## config.mk

```make
export PLATFORM = sky130hd
export DESIGN_NAME = mmio_read_mux
export DESIGN_NICKNAME = d
export VERILOG_FILES = /design/src/rtl/riscv_mmio_pkg.sv /design/src/rtl/mmio_rx_flags.sv /design/src/rtl/mmio_read_mux.sv
export SDC_FILE = /design/constraint.sdc
export NUM_CORES = 1
export LEC_CHECK = 0
export ABC_AREA = 0
export CORE_MARGIN = 2
export CORE_UTILIZATION = 42
export CTS_BUF_LIST = sky130_fd_sc_hd__clkbuf_4 sky130_fd_sc_hd__clkbuf_8 sky130_fd_sc_hd__clkbuf_16
export DETAILED_ROUTE_END_ITERATION = 6
export GPL_ROUTABILITY_DRIVEN = 0
export PLACE_DENSITY = 0.95
export SYNTH_ARGS = -nofsm -noshare
export SYNTH_HDL_FRONTEND = slang
export SYNTH_HIERARCHICAL = 1
export SYNTH_SLANG_ARGS = --single-unit
```

## constraint.sdc

```tcl
create_clock -name clk -period 3.9 [get_ports clk]
set_input_delay 0.39 -clock clk [delete_from_list [all_inputs] [get_ports clk]]
set_output_delay 0.39 -clock clk [all_outputs]
set_load 0.005 [all_outputs]
```

## src/rtl/riscv_mmio_pkg.sv

```systemverilog
// Shared definitions for the RISC-V MMIO load path: device map and read-mux FSM encoding.
package riscv_mmio_pkg;

  localparam int DEV_MEM       = 0;
  localparam int DEV_UART_TX   = 1;
  localparam int DEV_UART_RX   = 2;
  localparam int DEV_UART_TX_O = 3;

  typedef enum logic [1:0] {
    ST_IDLE = 2'd0,
    ST_WAIT = 2'd1,
    ST_RESP = 2'd2
  } mmio_state_t;

  // A wait counter must exist even when memory needs no extra cycles.
  function automatic int wait_cnt_width(input int mem_wait);
    return (mem_wait > 0) ? $clog2(mem_wait + 1) : 1;
  endfunction

endpackage

```

## src/rtl/mmio_rx_flags.sv

```systemverilog
// UART RX pending/overrun flags: set by rx_new, cleared when an RX-data read completes.
module mmio_rx_flags (
  input  logic clk,
  input  logic rst_n,
  input  logic rx_new,
  input  logic clr,
  output logic rx_pending,
  output logic rx_overrun
);

  logic pending_reg, pending_next;
  logic overrun_reg, overrun_next;

  // A byte arriving alongside the completing read is new data, so pending survives.
  always_comb begin
    pending_next = pending_reg;
    overrun_next = overrun_reg;
    if (rx_new)
      pending_next = 1'b1;
    else if (clr)
      pending_next = 1'b0;
    if (rx_new && pending_reg && !clr)
      overrun_next = 1'b1;
    else if (clr)
      overrun_next = 1'b0;
  end

  always_ff @(posedge clk or negedge rst_n) begin
    if (!rst_n) begin
      pending_reg <= 1'b0;
      overrun_reg <= 1'b0;
    end else begin
      pending_reg <= pending_next;
      overrun_reg <= overrun_next;
    end
  end

  assign rx_pending = pending_reg;
  assign rx_overrun = overrun_reg;

endmodule

```

## src/rtl/mmio_read_mux.sv

```systemverilog
// Registered MMIO read-back mux: selects memory or a peripheral register, inserts
// memory wait states and returns data with a one-cycle valid strobe.
module mmio_read_mux
  import riscv_mmio_pkg::*;
#(
  parameter  int DATA_WIDTH = 32,
  parameter  int NUM_DEV    = 4,
  parameter  int MEM_WAIT   = 1,
  parameter  int RX_DEV     = DEV_UART_RX,
  localparam int SEL_W      = $clog2(NUM_DEV)
) (
  input  logic                          clk,
  input  logic                          rst_n,
  input  logic                          rd_req,
  input  logic [SEL_W-1:0]              sel,
  input  logic [NUM_DEV*DATA_WIDTH-1:0] dev_data,
  input  logic                          rx_new,
  output logic [DATA_WIDTH-1:0]         rd_data,
  output logic                          rd_valid,
  output logic                          rd_err,
  output logic                          busy,
  output logic                          rx_pending,
  output logic                          rx_overrun
);

  localparam int                CNT_W       = wait_cnt_width(MEM_WAIT);
  localparam int                WAIT_INIT   = (MEM_WAIT > 0) ? MEM_WAIT - 1 : 0;
  localparam logic [CNT_W-1:0]  WAIT_INIT_C = WAIT_INIT[CNT_W-1:0];
  localparam logic [SEL_W:0]    NUM_DEV_C   = NUM_DEV[SEL_W:0];
  localparam logic [SEL_W-1:0]  RX_SEL      = RX_DEV[SEL_W-1:0];

  mmio_state_t             state_reg, state_next;
  logic [CNT_W-1:0]        cnt_reg, cnt_next;
  logic [SEL_W-1:0]        sel_q_reg, sel_q_next;
  logic [DATA_WIDTH-1:0]   rd_data_reg, rd_data_next;
  logic                    rd_valid_reg, rd_valid_next;
  logic                    rd_err_reg, rd_err_next;
  logic                    capture;
  logic                    cap_err;
  logic [DATA_WIDTH-1:0]   cap_data;
  logic [DATA_WIDTH-1:0]   dev_term [NUM_DEV];
  logic                    clr;

  always_comb begin
    state_next = state_reg;
    cnt_next   = cnt_reg;
    sel_q_next = sel_q_reg;
    capture    = 1'b0;
    case (state_reg)
      ST_IDLE: begin
        if (rd_req) begin
          sel_q_next = sel;
          if (sel == '0 && MEM_WAIT > 0) begin
            state_next = ST_WAIT;
            cnt_next   = WAIT_INIT_C;
          end else begin
            state_next = ST_RESP;
            capture    = 1'b1;
          end
        end
      end
      ST_WAIT: begin
        if (cnt_reg == '0) begin
          state_next = ST_RESP;
          capture    = 1'b1;
        end else begin
          cnt_next = cnt_reg - CNT_W'(1);
        end
      end
      ST_RESP: state_next = ST_IDLE;
      default: state_next = ST_IDLE;
    endcase
  end

  // sel_q_next is the live sel on a zero-wait capture and the latched one otherwise.
  generate
    for (genvar gi = 0; gi < NUM_DEV; gi++) begin : g_dev
      assign dev_term[gi] = dev_data[gi*DATA_WIDTH +: DATA_WIDTH]
                            & {DATA_WIDTH{sel_q_next == SEL_W'(gi)}};
    end
  endgenerate

  always_comb begin
    cap_data = '0;
    for (int k = 0; k < NUM_DEV; k++)
      cap_data = cap_data | dev_term[k];
  end

  assign cap_err       = ({1'b0, sel_q_next} >= NUM_DEV_C);
  assign rd_valid_next = capture;
  assign rd_err_next   = capture ? cap_err : rd_err_reg;
  assign rd_data_next  = capture ? (cap_err ? '0 : cap_data) : rd_data_reg;

  always_ff @(posedge clk or negedge rst_n) begin
    if (!rst_n) begin
      state_reg    <= ST_IDLE;
      cnt_reg      <= '0;
      sel_q_reg    <= '0;
      rd_data_reg  <= '0;
      rd_valid_reg <= 1'b0;
      rd_err_reg   <= 1'b0;
    end else begin
      state_reg    <= state_next;
      cnt_reg      <= cnt_next;
      sel_q_reg    <= sel_q_next;
      rd_data_reg  <= rd_data_next;
      rd_valid_reg <= rd_valid_next;
      rd_err_reg   <= rd_err_next;
    end
  end

  assign clr = rd_valid_reg & ~rd_err_reg & (sel_q_reg == RX_SEL);

  mmio_rx_flags u_rx_flags (
    .clk        (clk),
    .rst_n      (rst_n),
    .rx_new     (rx_new),
    .clr        (clr),
    .rx_pending (rx_pending),
    .rx_overrun (rx_overrun)
  );

  assign rd_data  = rd_data_reg;
  assign rd_valid = rd_valid_reg;
  assign rd_err   = rd_err_reg;
  assign busy     = (state_reg != ST_IDLE);

endmodule

```

### Word-level counts from Yosys, hierarchy flattened

Cells that the tools add are included.

* register bits: 40
* bits of input ports: 134
* output and inout bits: 37
* logic and storage cells: 53

* add/subtract/negate cells: 1
* equality and inequality tests: 8
* mux-type cells: 17
* bitwise gates (word level): 8
* reductions and logical operators: 12

Operators by type and width (count)
* bitwise AND 32 bit: 4
* OR 32 bit: 3
* two-way mux 2 bit: 5
* two-way mux 1 bit: 9
* nonzero test 2 bit: 4
* == test 2 bit, second input constant: 3
* zero test 2 bit: 3
* inequality test 2 bit, second input constant: 3
* == test 2 x 1 -> 1 bit, second input constant: 2
* one-hot mux 1 bit (2 select lines): 2
* one-hot mux 2 bit (2 select lines): 1
* AND reduction 3 bit: 1
* logical AND 1 bit: 2
* AND reduction 2 bit: 1
* bitwise AND 1 bit: 1
* zero test 1 bit: 1
* subtractor 1 bit, second input constant: 1

### Logic depth before layout (Yosys ltp)

* depth in word-level cells: 7
* depth in mapped cells: 7
* mapped depth without buffers: 5

### Modules after synthesis

Netlist, hierarchy kept.

By module, submodules not included
* mmio_read_mux: instances 1, cells an instance 419, area an instance 2992.9 µm²
* mmio_rx_flags: instances 1, cells an instance 6, area an instance 70.1 µm²

### Least setup slack after synthesis

Ideal clock, no wire load.

* path type: reg-to-reg
* from: register state_reg[0]
* to: register rd_data_reg[12] (netlist: rd_data[12])
* library setup time: 0.077 ns
* data arrival time: 1.846 ns
* data required time: 3.823 ns
* path slack: 1.976 ns
* cell stages (with the launch flop): 6
* period minus slack after synthesis: 1.924 ns
* cell sequence: dfrtp_1 -> nor3b_2 -> mux2i_1 -> buf_2 -> a221oi_2 -> a21oi_1

* longest elaborated chain between the ends: 7
* elaborated cells on any way between the ends: 15

RTL lines
* start, declared: line mmio_read_mux.sv:32 `mmio_state_t state_reg, state_next;`
* start signal, assigned: line mmio_read_mux.sv:103 `state_reg <= state_next;`
* zero test 2 bit: line mmio_read_mux.sv:49 `case (state_reg)`
* two-way mux 2 bit: line mmio_read_mux.sv:49
* == test 2 x 1 -> 1 bit or zero test 2 bit (tied branches): line mmio_read_mux.sv:79 `& {DATA_WIDTH{sel_q_next == SEL_W'(gi)}};`
* bitwise AND 32 bit: line mmio_read_mux.sv:79
* OR 32 bit (3 in a row): line mmio_read_mux.sv:86 `cap_data = cap_data | dev_term[k];`
* end signal, assigned: line mmio_read_mux.sv:106 `rd_data_reg <= rd_data_next;`
* end, declared: line mmio_read_mux.sv:35 `logic [DATA_WIDTH-1:0] rd_data_reg, rd_data_next;`

Several ways; a longest one is shown, not always the timed one.
A chain may end at the register's enable or synchronous reset.

### Final worst setup path

* from: input rd_req
* to: register rd_data_reg[2] (netlist: rd_data[2])

* longest elaborated chain between the ends: 7
* elaborated cells on any way between the ends: 15

RTL lines
* start, declared: line mmio_read_mux.sv:14 `input logic rd_req,`
* two-way mux 2 bit: line mmio_read_mux.sv:51 `if (rd_req) begin`
* two-way mux 2 bit: line mmio_read_mux.sv:49
* == test 2 x 1 -> 1 bit or zero test 2 bit (tied branches): line mmio_read_mux.sv:79
* bitwise AND 32 bit: line mmio_read_mux.sv:79
* OR 32 bit (3 in a row): line mmio_read_mux.sv:86

Several ways; a longest one is shown, not always the timed one.

==> qor.txt <==
Setup Fix Bufs, Post-CTS - 0
CP peak stage delay - 0.92 ns
grt ovf - 0
H-tree Lvls - 2
final net count - 708
Post-Syn Instances - 425
Tcrit/Tclk final - 69.8%
Synth-to-Final Area Change - 60.7%
Post-CTS Resized - 0
CP bufs+invs - 1
FF-to-FF path depth - 4
Remaining DRCs - 0
Slew Viols, Final - 0
top cell type by total area after synthesis - dfrtp_1
Worst Setup End Kind - flip-flop
status - finished clean
remaining antenna violation count after routing - 0
fin cells - 674
global-route wire length before repair - 17700 um
hold_ws - 0.221 ns
Max VDD drop - 0.176 mV
Min-Delay Path Class - in2async
Largest register FFs - 32
Crit Path Class - in2reg
largest net degree at the start of global routing - 70
count leader, synth - a21oi_1
global-route usage over all layers - 28.5%
unique cell type count in the Yosys netlist - 23
Lkg Pwr - 1.91 nW
FMAX - 367 MHz
placed cell count - 666
Critical R2R Capture - rd_data[2]
Iteration-0 DRC Markers - 212
R2R Setup Slk - 1.29 ns
Port-buffer cells - 169
switching power - 0.621 mW
delay-heaviest family, CP - multiplexers
maxcap violations - 0
EDFF count, synth - 0
setup TNS - 0 ns
CTS buffer count - 5
async set or reset register ratio after synthesis - 100%
Mean Syn Cell Area - 7.21 um^2
CTS clk-pin slew, worst paths - 0.09 ns
Comb pwr share - 46.1%
drt first pass iters - 5
hold_buf cts - 0
slowest stage cell on the critical path - mux2i_2
Reg power frac - 33.7%
Routed WL - 11700 um
crit path cell chain - clkdlybuf4s50_1 -> or3b_1 -> mux2i_2 -> a221oi_1 -> a21oi_1
largest fanout on the critical path - 20
Worst-Margin Slew - 1.17 ns
overall power - 1.81 mW
DIE HEIGHT - 89.4 um
Startpoint Class - primary input
Die Footprint - 0.00799 mm^2
CTS root buf - clkbuf_8
switch share - 34.2%
final count of hold timing violations - 0
IO Pins - 171
initial antenna violation count - 0
pwr/cell area - 368 mW/mm^2
vias in the first global route - 3841
Mapped Nets - 559
slew margin rel. - 22.2%
clk_lat worst skew - 0.30 ns
HPWL Detailed - 8250 um
Arr. time, crit path - 2.95 ns
Initial Util - 42.9%
Critical path origin - rd_req
Core Footprint - 0.00714 mm^2
Ant. Diodes - 0
Sinks on Clock Net - 39
endpoints failing setup - 0
share of post-route cells with drive strength above 1 - 6.09%
Tmin final - 2.72 ns
Clk pwr share - 20.1%
Rows - 31
RSZ-0062 raised after global routing - false
Die Width - 89.4 um
Vias/cell - 5.72
Reg2Reg Launch Point - state_reg[0]
FF+latch count, synth - 39
top cells by area, synth - dfrtp_1 (32%), a21oi_1 (16%), nand2b_1 (14%)
Most used DFF post-synth - dfrtp_1
Clock Path Buffers - 2
post-synth top area share - 31.9%
top cells by count, synth - a21oi_1 (97), nand2_1 (69), nand2b_1 (68)
Vias - 3856
Internal Pwr Total - 1.19 mW
WL per Instance - 17.4 um
WP data required - 4.13 ns
register area share after synthesis - 31.9%
Ys Warns - 6
Final Skew - 0.00893 ns
Synth Cell Area - 0.00306 mm^2
clock tree from TritonCTS - yes
cell usage in the layout (no fill, tap or decap), types with 6 or more instances in the layout:
cell	n
clkdlybuf4s50_1	167
a21oi_1	97
nand2_1	69
nand2b_1	68
dfrtp_1	38
nor2_1	36
o21ai_0	32
a221oi_1	22
a221oi_2	10
buf_4	7
clkbuf_8	6
layout make-up:
type / count / area [um^2]
clock buffer: 6 / 82.6
multi-input combinational: 347 / 1950
sequential: 39 / 977
inverter: 5 / 18.8
clock inverter: 2 / 35.0
tap: 99 / 124
fill: 580 / 2210
timing repair buffer: 176 / 1730
per-layer routing:
| metal | global-route usage [%] | share of wire, % |
|---|---|---|
| met2 | 49.5 | 49 |
| met5 | 0 | 0 |
| met1 | 34.8 | 38 |
| met3 | 4.62 | 9.7 |
| met4 | 12.8 | 3.4 |
worst max path at each step:
stage | to | slack [ns] | depth (start not counted)
6_report | rd_data[2] | 1.18 | 5
5_1_grt | rd_data[2] | 1.10 | 5
4_1_cts | rd_data[2] | 1.24 | 5
3_5_place_dp | rd_data[2] | 0.96 | 5
3_3_place_gp | rd_data[19] | 0.99 | 5
2_1_floorplan | rd_data[12] | 1.98 | 5
per-stage QoR:
stage | setup WS (ns) | util [%] | instance area [um^2]
after global routing | 1.10 | 69.0 | 4920
after CTS | 1.24 | 69.0 | 4920
final | 1.18 | 69.0 | 4920
after global placement | 0.986 | 67.3 | 4800
after floorplan | 1.98 | - | 3060
after detailed placement | 0.957 | 67.3 | 4800
logic make-up (layout without fill, tap and decap cells):
group / after synthesis / after routing / synth area share (%)
and+or+nand+nor: 177 / 177 / 27.8
AOI/OAI and AO/OA: 164 / 164 / 33.0
DFF: 39 / 39 / 31.9
buffers and inverters: 39 / 189 / 5.39
muxes: 5 / 5 / 1.80
other: 1 / 1 / 0.122
power groups by stage:
stage | combinational, mW | sequential, mW | clock [mW]
3_5_place_dp | 0.828 | 0.614 | 0
6_report | 0.836 | 0.612 | 0.365
5_1_grt | 0.904 | 0.627 | 0.383
3_3_place_gp | 0.804 | 0.610 | 0
4_1_cts | 0.833 | 0.609 | 0.364
2_1_floorplan | 0.370 | 0.588 | 0
(Power assumes the default switching activity.)
